[src/rtl/spi_mux_sched_pkg.sv]
// Shared definitions for the SPI mux owner scheduler.
// State encodings, device count and the one-hot request check.
package spi_mux_sched_pkg;

  localparam int N_DEV = 8;

  typedef enum logic [1:0] {
    ST_MCU  = 2'd0,
    ST_GIN  = 2'd1,
    ST_INT  = 2'd2,
    ST_GOUT = 2'd3
  } state_e;

  function automatic logic is_onehot(
    input logic [N_DEV-1:0] v
  );
    return $onehot(v);
  endfunction

endpackage

[src/rtl/spi_mux_sched_sync_2ff.sv]
// Two-flop synchronizer for an asynchronous level input.
// Reset value is a parameter so idle-high strobes stay idle.
module sync_2ff #(
  parameter logic RST_VAL = 1'b1
) (
  input  logic clk,
  input  logic reset_n,
  input  logic d_i,
  output logic q_o
);

  logic [1:0] ff_q;

  always_ff @(posedge clk or negedge reset_n) begin
    if (!reset_n) begin
      ff_q <= {2{RST_VAL}};
    end else begin
      ff_q <= {ff_q[0], d_i};
    end
  end

  assign q_o = ff_q[1];

endmodule

[src/rtl/spi_mux_sched.sv]
// Owner scheduler for the shared SPI mux: MCU vs internal master,
// with dead-time guards around every handover and a watchdog.
module spi_mux_sched
  import spi_mux_sched_pkg::*;
#(
  parameter int GUARD_CYCLES   = 4,
  parameter int TIMEOUT_CYCLES = 4096
) (
  input  logic             clk,
  input  logic             reset_n,
  input  logic             cs2,
  input  logic [N_DEV-1:0] mcu_spi_mux,
  input  logic             int_req,
  input  logic [N_DEV-1:0] int_dev,
  input  logic             int_done,
  input  logic             err_clr,
  output logic [N_DEV-1:0] spi_mux_sel,
  output logic             owner,
  output logic             int_gnt,
  output logic             busy,
  output logic             err_collision,
  output logic             err_timeout,
  output logic             err_badreq
);

  localparam int GW = $clog2(GUARD_CYCLES + 1);
  localparam int TW = $clog2(TIMEOUT_CYCLES + 1);
  localparam logic [GW-1:0] G_LAST = GW'(GUARD_CYCLES - 1);
  localparam logic [TW-1:0] T_LAST = TW'(TIMEOUT_CYCLES - 1);

  state_e           state_q;
  logic [GW-1:0]    gcnt_q;
  logic [TW-1:0]    tcnt_q;
  logic [N_DEV-1:0] dev_q;
  logic [N_DEV-1:0] sel_q;
  logic             own_q;
  logic             gnt_q;
  logic             busy_q;
  logic             hold_q;
  logic             err_col_q, err_col_d;
  logic             err_to_q, err_to_d;
  logic             err_bad_q, err_bad_d;
  logic             cs_n_s;
  logic             req_ok;
  logic             col_set, to_set, bad_set;

  sync_2ff #(
    .RST_VAL(1'b1)
  ) u_cs_sync (
    .clk    (clk),
    .reset_n(reset_n),
    .d_i    (cs2),
    .q_o    (cs_n_s)
  );

  // hold_q keeps the first MCU cycle after a guard from re-granting,
  // so the MCU select is always driven for at least one cycle.
  assign req_ok = (state_q == ST_MCU) && int_req && cs_n_s
                  && is_onehot(int_dev) && !hold_q;

  assign bad_set = (state_q == ST_MCU) && int_req
                   && !is_onehot(int_dev);
  assign col_set = (state_q == ST_INT) && !cs_n_s;
  assign to_set  = (state_q == ST_INT) && !int_done
                   && (tcnt_q == T_LAST);

  assign err_col_d = col_set | (err_col_q & ~err_clr);
  assign err_to_d  = to_set  | (err_to_q  & ~err_clr);
  assign err_bad_d = bad_set | (err_bad_q & ~err_clr);

  always_ff @(posedge clk or negedge reset_n) begin
    if (!reset_n) begin
      err_col_q <= 1'b0;
      err_to_q  <= 1'b0;
      err_bad_q <= 1'b0;
    end else begin
      err_col_q <= err_col_d;
      err_to_q  <= err_to_d;
      err_bad_q <= err_bad_d;
    end
  end

  always_ff @(posedge clk or negedge reset_n) begin
    if (!reset_n) begin
      state_q <= ST_MCU;
      gcnt_q  <= '0;
      tcnt_q  <= '0;
      dev_q   <= '0;
      sel_q   <= '0;
      own_q   <= 1'b0;
      gnt_q   <= 1'b0;
      busy_q  <= 1'b0;
      hold_q  <= 1'b0;
    end else begin
      unique case (state_q)
        ST_MCU: begin
          sel_q  <= mcu_spi_mux;
          hold_q <= 1'b0;
          if (req_ok) begin
            state_q <= ST_GIN;
            gcnt_q  <= '0;
            dev_q   <= int_dev;
            sel_q   <= '0;
            busy_q  <= 1'b1;
          end
        end
        ST_GIN: begin
          if (!cs_n_s || !int_req) begin
            state_q <= ST_MCU;
            sel_q   <= '0;
            busy_q  <= 1'b0;
            hold_q  <= 1'b1;
          end else if (gcnt_q == G_LAST) begin
            state_q <= ST_INT;
            tcnt_q  <= '0;
            sel_q   <= dev_q;
            own_q   <= 1'b1;
            gnt_q   <= 1'b1;
          end else if (gcnt_q != '1) begin
            gcnt_q <= gcnt_q + 1'b1;
          end
        end
        ST_INT: begin
          if (int_done || tcnt_q == T_LAST) begin
            state_q <= ST_GOUT;
            gcnt_q  <= '0;
            sel_q   <= '0;
            own_q   <= 1'b0;
            gnt_q   <= 1'b0;
          end else if (tcnt_q != '1) begin
            tcnt_q <= tcnt_q + 1'b1;
          end
        end
        ST_GOUT: begin
          if (gcnt_q == G_LAST) begin
            state_q <= ST_MCU;
            sel_q   <= '0;
            busy_q  <= 1'b0;
            hold_q  <= 1'b1;
          end else if (gcnt_q != '1) begin
            gcnt_q <= gcnt_q + 1'b1;
          end
        end
        default: state_q <= ST_MCU;
      endcase
    end
  end

  assign spi_mux_sel   = sel_q;
  assign owner         = own_q;
  assign int_gnt       = gnt_q;
  assign busy          = busy_q;
  assign err_collision = err_col_q;
  assign err_timeout   = err_to_q;
  assign err_badreq    = err_bad_q;

endmodule
[config.mk]
export PLATFORM = sky130hd
export DESIGN_NAME = spi_mux_sched
export DESIGN_NICKNAME = d
export VERILOG_FILES = /design/src/rtl/spi_mux_sched_pkg.sv /design/src/rtl/spi_mux_sched_sync_2ff.sv /design/src/rtl/spi_mux_sched.sv
export SDC_FILE = /design/constraint.sdc
export NUM_CORES = 1
export LEC_CHECK = 0
export ABC_AREA = 1
export BUFFER_PORTS_ARGS = -buffer_cell sky130_fd_sc_hd__buf_2
export CAP_MARGIN = 20
export CORE_ASPECT_RATIO = 1.2
export CORE_MARGIN = 3
export CORE_UTILIZATION = 57
export DETAILED_ROUTE_END_ITERATION = 8
export GPL_ROUTABILITY_DRIVEN = 0
export HOLD_SLACK_MARGIN = 0.02
export PLACE_DENSITY = 0.78
export SLEW_MARGIN = 40
export SYNTH_ARGS = -nofsm -noshare
export SYNTH_HDL_FRONTEND = slang
export SYNTH_HIERARCHICAL = 1
export SYNTH_SLANG_ARGS = --single-unit
[constraint.sdc]
create_clock -name clk -period 1.9 [get_ports clk]
set_clock_uncertainty 0.05 [all_clocks]
set_input_delay 0.095 -clock clk [delete_from_list [all_inputs] [get_ports clk]]
set_output_delay 0.095 -clock clk [all_outputs]
set_load 0.05 [all_outputs]
==> out/metrics.cfg <==
[yosys]
synth_area_mm2=0.002431
synth.most_common_cell=nand2_1
synth_common_cells=nand2_1 (101), dfrtp_1 (40), nand3_1 (38)
yosys_warnings=6
syn-num-nets=352
synth.top_cells.by_area=dfrtp_1 (41%), nand2_1 (16%), nand3_1 (7.8%)
synth_async_sr_flop_share_pct=100.0
ys_seq_area_share_pct=43.34
synth_edf_count=0
yosysTopAreaCellShare_pct=41.17
syn_avg_cell_area_um2=7.621
postSynthCellCount=319
netlist.top_cell.by_area=dfrtp_1
ys_ff_latch=42
ys.flop_type=dfrtp_1
synth_cell_types=30

[critical_path]
worstSetupPathType=in -> reg
crit_buf_inv=5
critPathLaunch=int_dev[0]
critPathLaunchType=input pin
path_cells=buf_8, inv_8, fa_1, fa_1, fa_1, inv_1, ha_2, inv_2, fa_1, nand2_2, nor2_4, nand3_4, nand2_4, buf_12, nand4_1, nand2_1
reg2reg_from=tcnt_q[1]$_DFFE_PN0P_
cp_num_cells=16
cpMostUsedCell=fa_1
required_ps=2080
crit_path_end=gcnt_q[0]$_DFFE_PN0P_
crit_path_top_delay_cell=fa_1
reg2reg_slack_ps=130
critPathMaxStageDelay_ps=540
ff2ff_path_depth=8
path_delay_family=adder cells
rr_endpoint=spi_mux_sel[3]$_DFFE_PN0P_
arrival_ps=3140
cp-end-kind=register
cp_max_fo=4

[timing]
finalWorstSetupSlack_ps=-1053
setup_viol=22
finalHoldViolCount=0
worst_pin_slew_ps=526.9
maxClockFrequency_mhz=338.6
slew_headroom_pct=64.87
rsz0062_at_grt=true
period_needed_ps=2953
maxSlewViolCount=0
finalCritPeriodShare_pct=155.4
holdWs_ps=42.77

[drt]
ant_nets=0
drtIter0Drc=164
drc_errors=0
drt-wirelength-per-cell_um=13.26
detail_route.first_pass.iterations=5
vias_per_cell=5.202
vias=2268
routed_wl_um=5783

[power_and_ir_drop]
p_clk_share_pct=19.8
power.internal_w=0.001797
peakVddDrop_mv=0.9225
p_switching_w=0.001235
swShare_pct=40.73
seq_power_share_pct=39.5
cellPowerDensity_mw_per_mm2=973.6
combPwrFrac_pct=40.7
power.leakage_nw=1.555

[global_route]
use_met3_pct=4.920
grt_pass1_wl_um=9949
use_met2_pct=44.78
grt.busiest_layer=met2
grt_max_degree=43
grt-ovfl-total=0
grtUsageTotal_pct=25.05
antenna_found_initial=0
grt_pass1_vias=2215
use_met1_pct=29.44

[clock_tree]
clock-root-buffer=clkbuf_8
cts.sinks=42
clk_pin_slew_ps=80
numCtsBuffers=5
max-clock-path-buffers=2
cts.htree.levels=2
cts_tree=done
clock_latency_ps=290

[cells_and_area]
antenna_cells=0
drive_gt1_share_pct=26.18
syn_to_final_growth_pct=28.10
final_cells=436
nets=414
final_util_pct=77.18

[die]
rows=25
coreArea_mm2=0.004035
die_y_um=77.54
io_pins=36
die_w_um=65.62
initial_core_util_pct=60.25
dieArea_mm2=0.005088

[placement]
place_ws_ps=-1344
dp.cells=411
io_buffer_count=35
hpwl_um=3794

[status]
violations=negative setup slack
outcome=complete, but fails checks

[hold_path]
worstHoldPathType=in -> reg

[flow_run]
maxCapViolCount=0

[metal layers]
metal	share of wire, %	up-vias
li1	-	1129
met1	40	1065
met2	54	62
met3	4.0	12
met4	1.9	0
met5	0	-
[cells in the final DEF (no fill, tap or decap), types with 6 or more instances in the layout]
cell and instances:
buf_4 13, buf_2 34, nand3_2 7, o21ai_1 6, inv_1 33, nand3_1 30
nand2_2 7, dlygate4sd3_1 13, dfrtp_1 40, nand2_1 95, inv_2 6, nor2_1 31
ha_1 6, clkbuf_8 6
[power by group through the flow]
stage          Clock, W  Sequential (W)  Combinational, W
2_1_floorplan         0         0.00139          0.000578
3_3_place_gp          0         0.00120           0.00101
3_5_place_dp          0         0.00120           0.00103
4_1_cts        0.000615         0.00119           0.00116
5_1_grt        0.000651         0.00122           0.00134
6_report       0.000602         0.00120           0.00123
[worst min-delay path, cell delays in order]
cell,delay [ps]
buf_2,100
nor2_4,40
inv_1,40
o22ai_1,70
[logic make-up (layout without fill, tap and decap cells)]
family / Yosys count / in the layout / synth area share (%)
buf+inv: 49 / 112 / 8.388
simple gates: 196 / 196 / 36.59
flops: 42 / 42 / 43.34
fa+ha+maj: 11 / 11 / 6.897
compound gates: 20 / 20 / 4.426
xor+xnor: 1 / 1 / 0.3603
[flip-flops by register name, summed over array words and instances, names as in the netlist, 2 cells and up, named ones only]
| register | cells |
|---|---|
| u_cs_sync/ff_q | 2 |
| tcnt_q | 13 |
| spi_mux_sel | 8 |
| dev_q | 8 |
| gcnt_q | 3 |
[what timing repair did]
item	in CTS	in global routing
resized for setup	12	12
endpoints found under the hold margin	53	0
cloned	0	1
setup endpoints to repair	22	22
pin swaps	4	2
buffers inserted	3	0
hold buffers	13	0
[area by class of cell]
type / count / area, um2
sequential: 42 / 1054
clock inverter: 1 / 5.005
tap: 54 / 67.56
clock buffer: 7 / 86.33
timing repair buffer: 64 / 478.0
multi-input combinational: 228 / 1266
inverter: 40 / 157.7
fill: 257 / 920.9
[worst min path at each step]
stage / start / slack (ps) / end / cells after the start
after detailed placement: reset_n / 150 / err_collision$_DFF_PN0_ / 2
after CTS: int_done / 30 / err_timeout$_DFF_PN0_ / 4
after floorplan: reset_n / -250 / asynchronous set/reset pin / 0
final: int_done / 40 / err_timeout$_DFF_PN0_ / 4
after global routing: int_done / 60 / err_timeout$_DFF_PN0_ / 4
after global placement: reset_n / 150 / tcnt_q[8]$_DFFE_PN0P_ / 2
[metrics by stage]
step | setup TNS [ps] | total power, W | instance area [um2]
2_1_floorplan | -22990 | 0.001966 | 2485
3_3_place_gp | -27710 | 0.002206 | 2750
3_5_place_dp | -28760 | 0.002235 | 2750
4_1_cts | -20720 | 0.002956 | 3050
5_1_grt | -24420 | 0.003211 | 3114
6_report | -21990 | 0.003032 | 3114
Note: power is estimated with default switching activity, not from simulation.
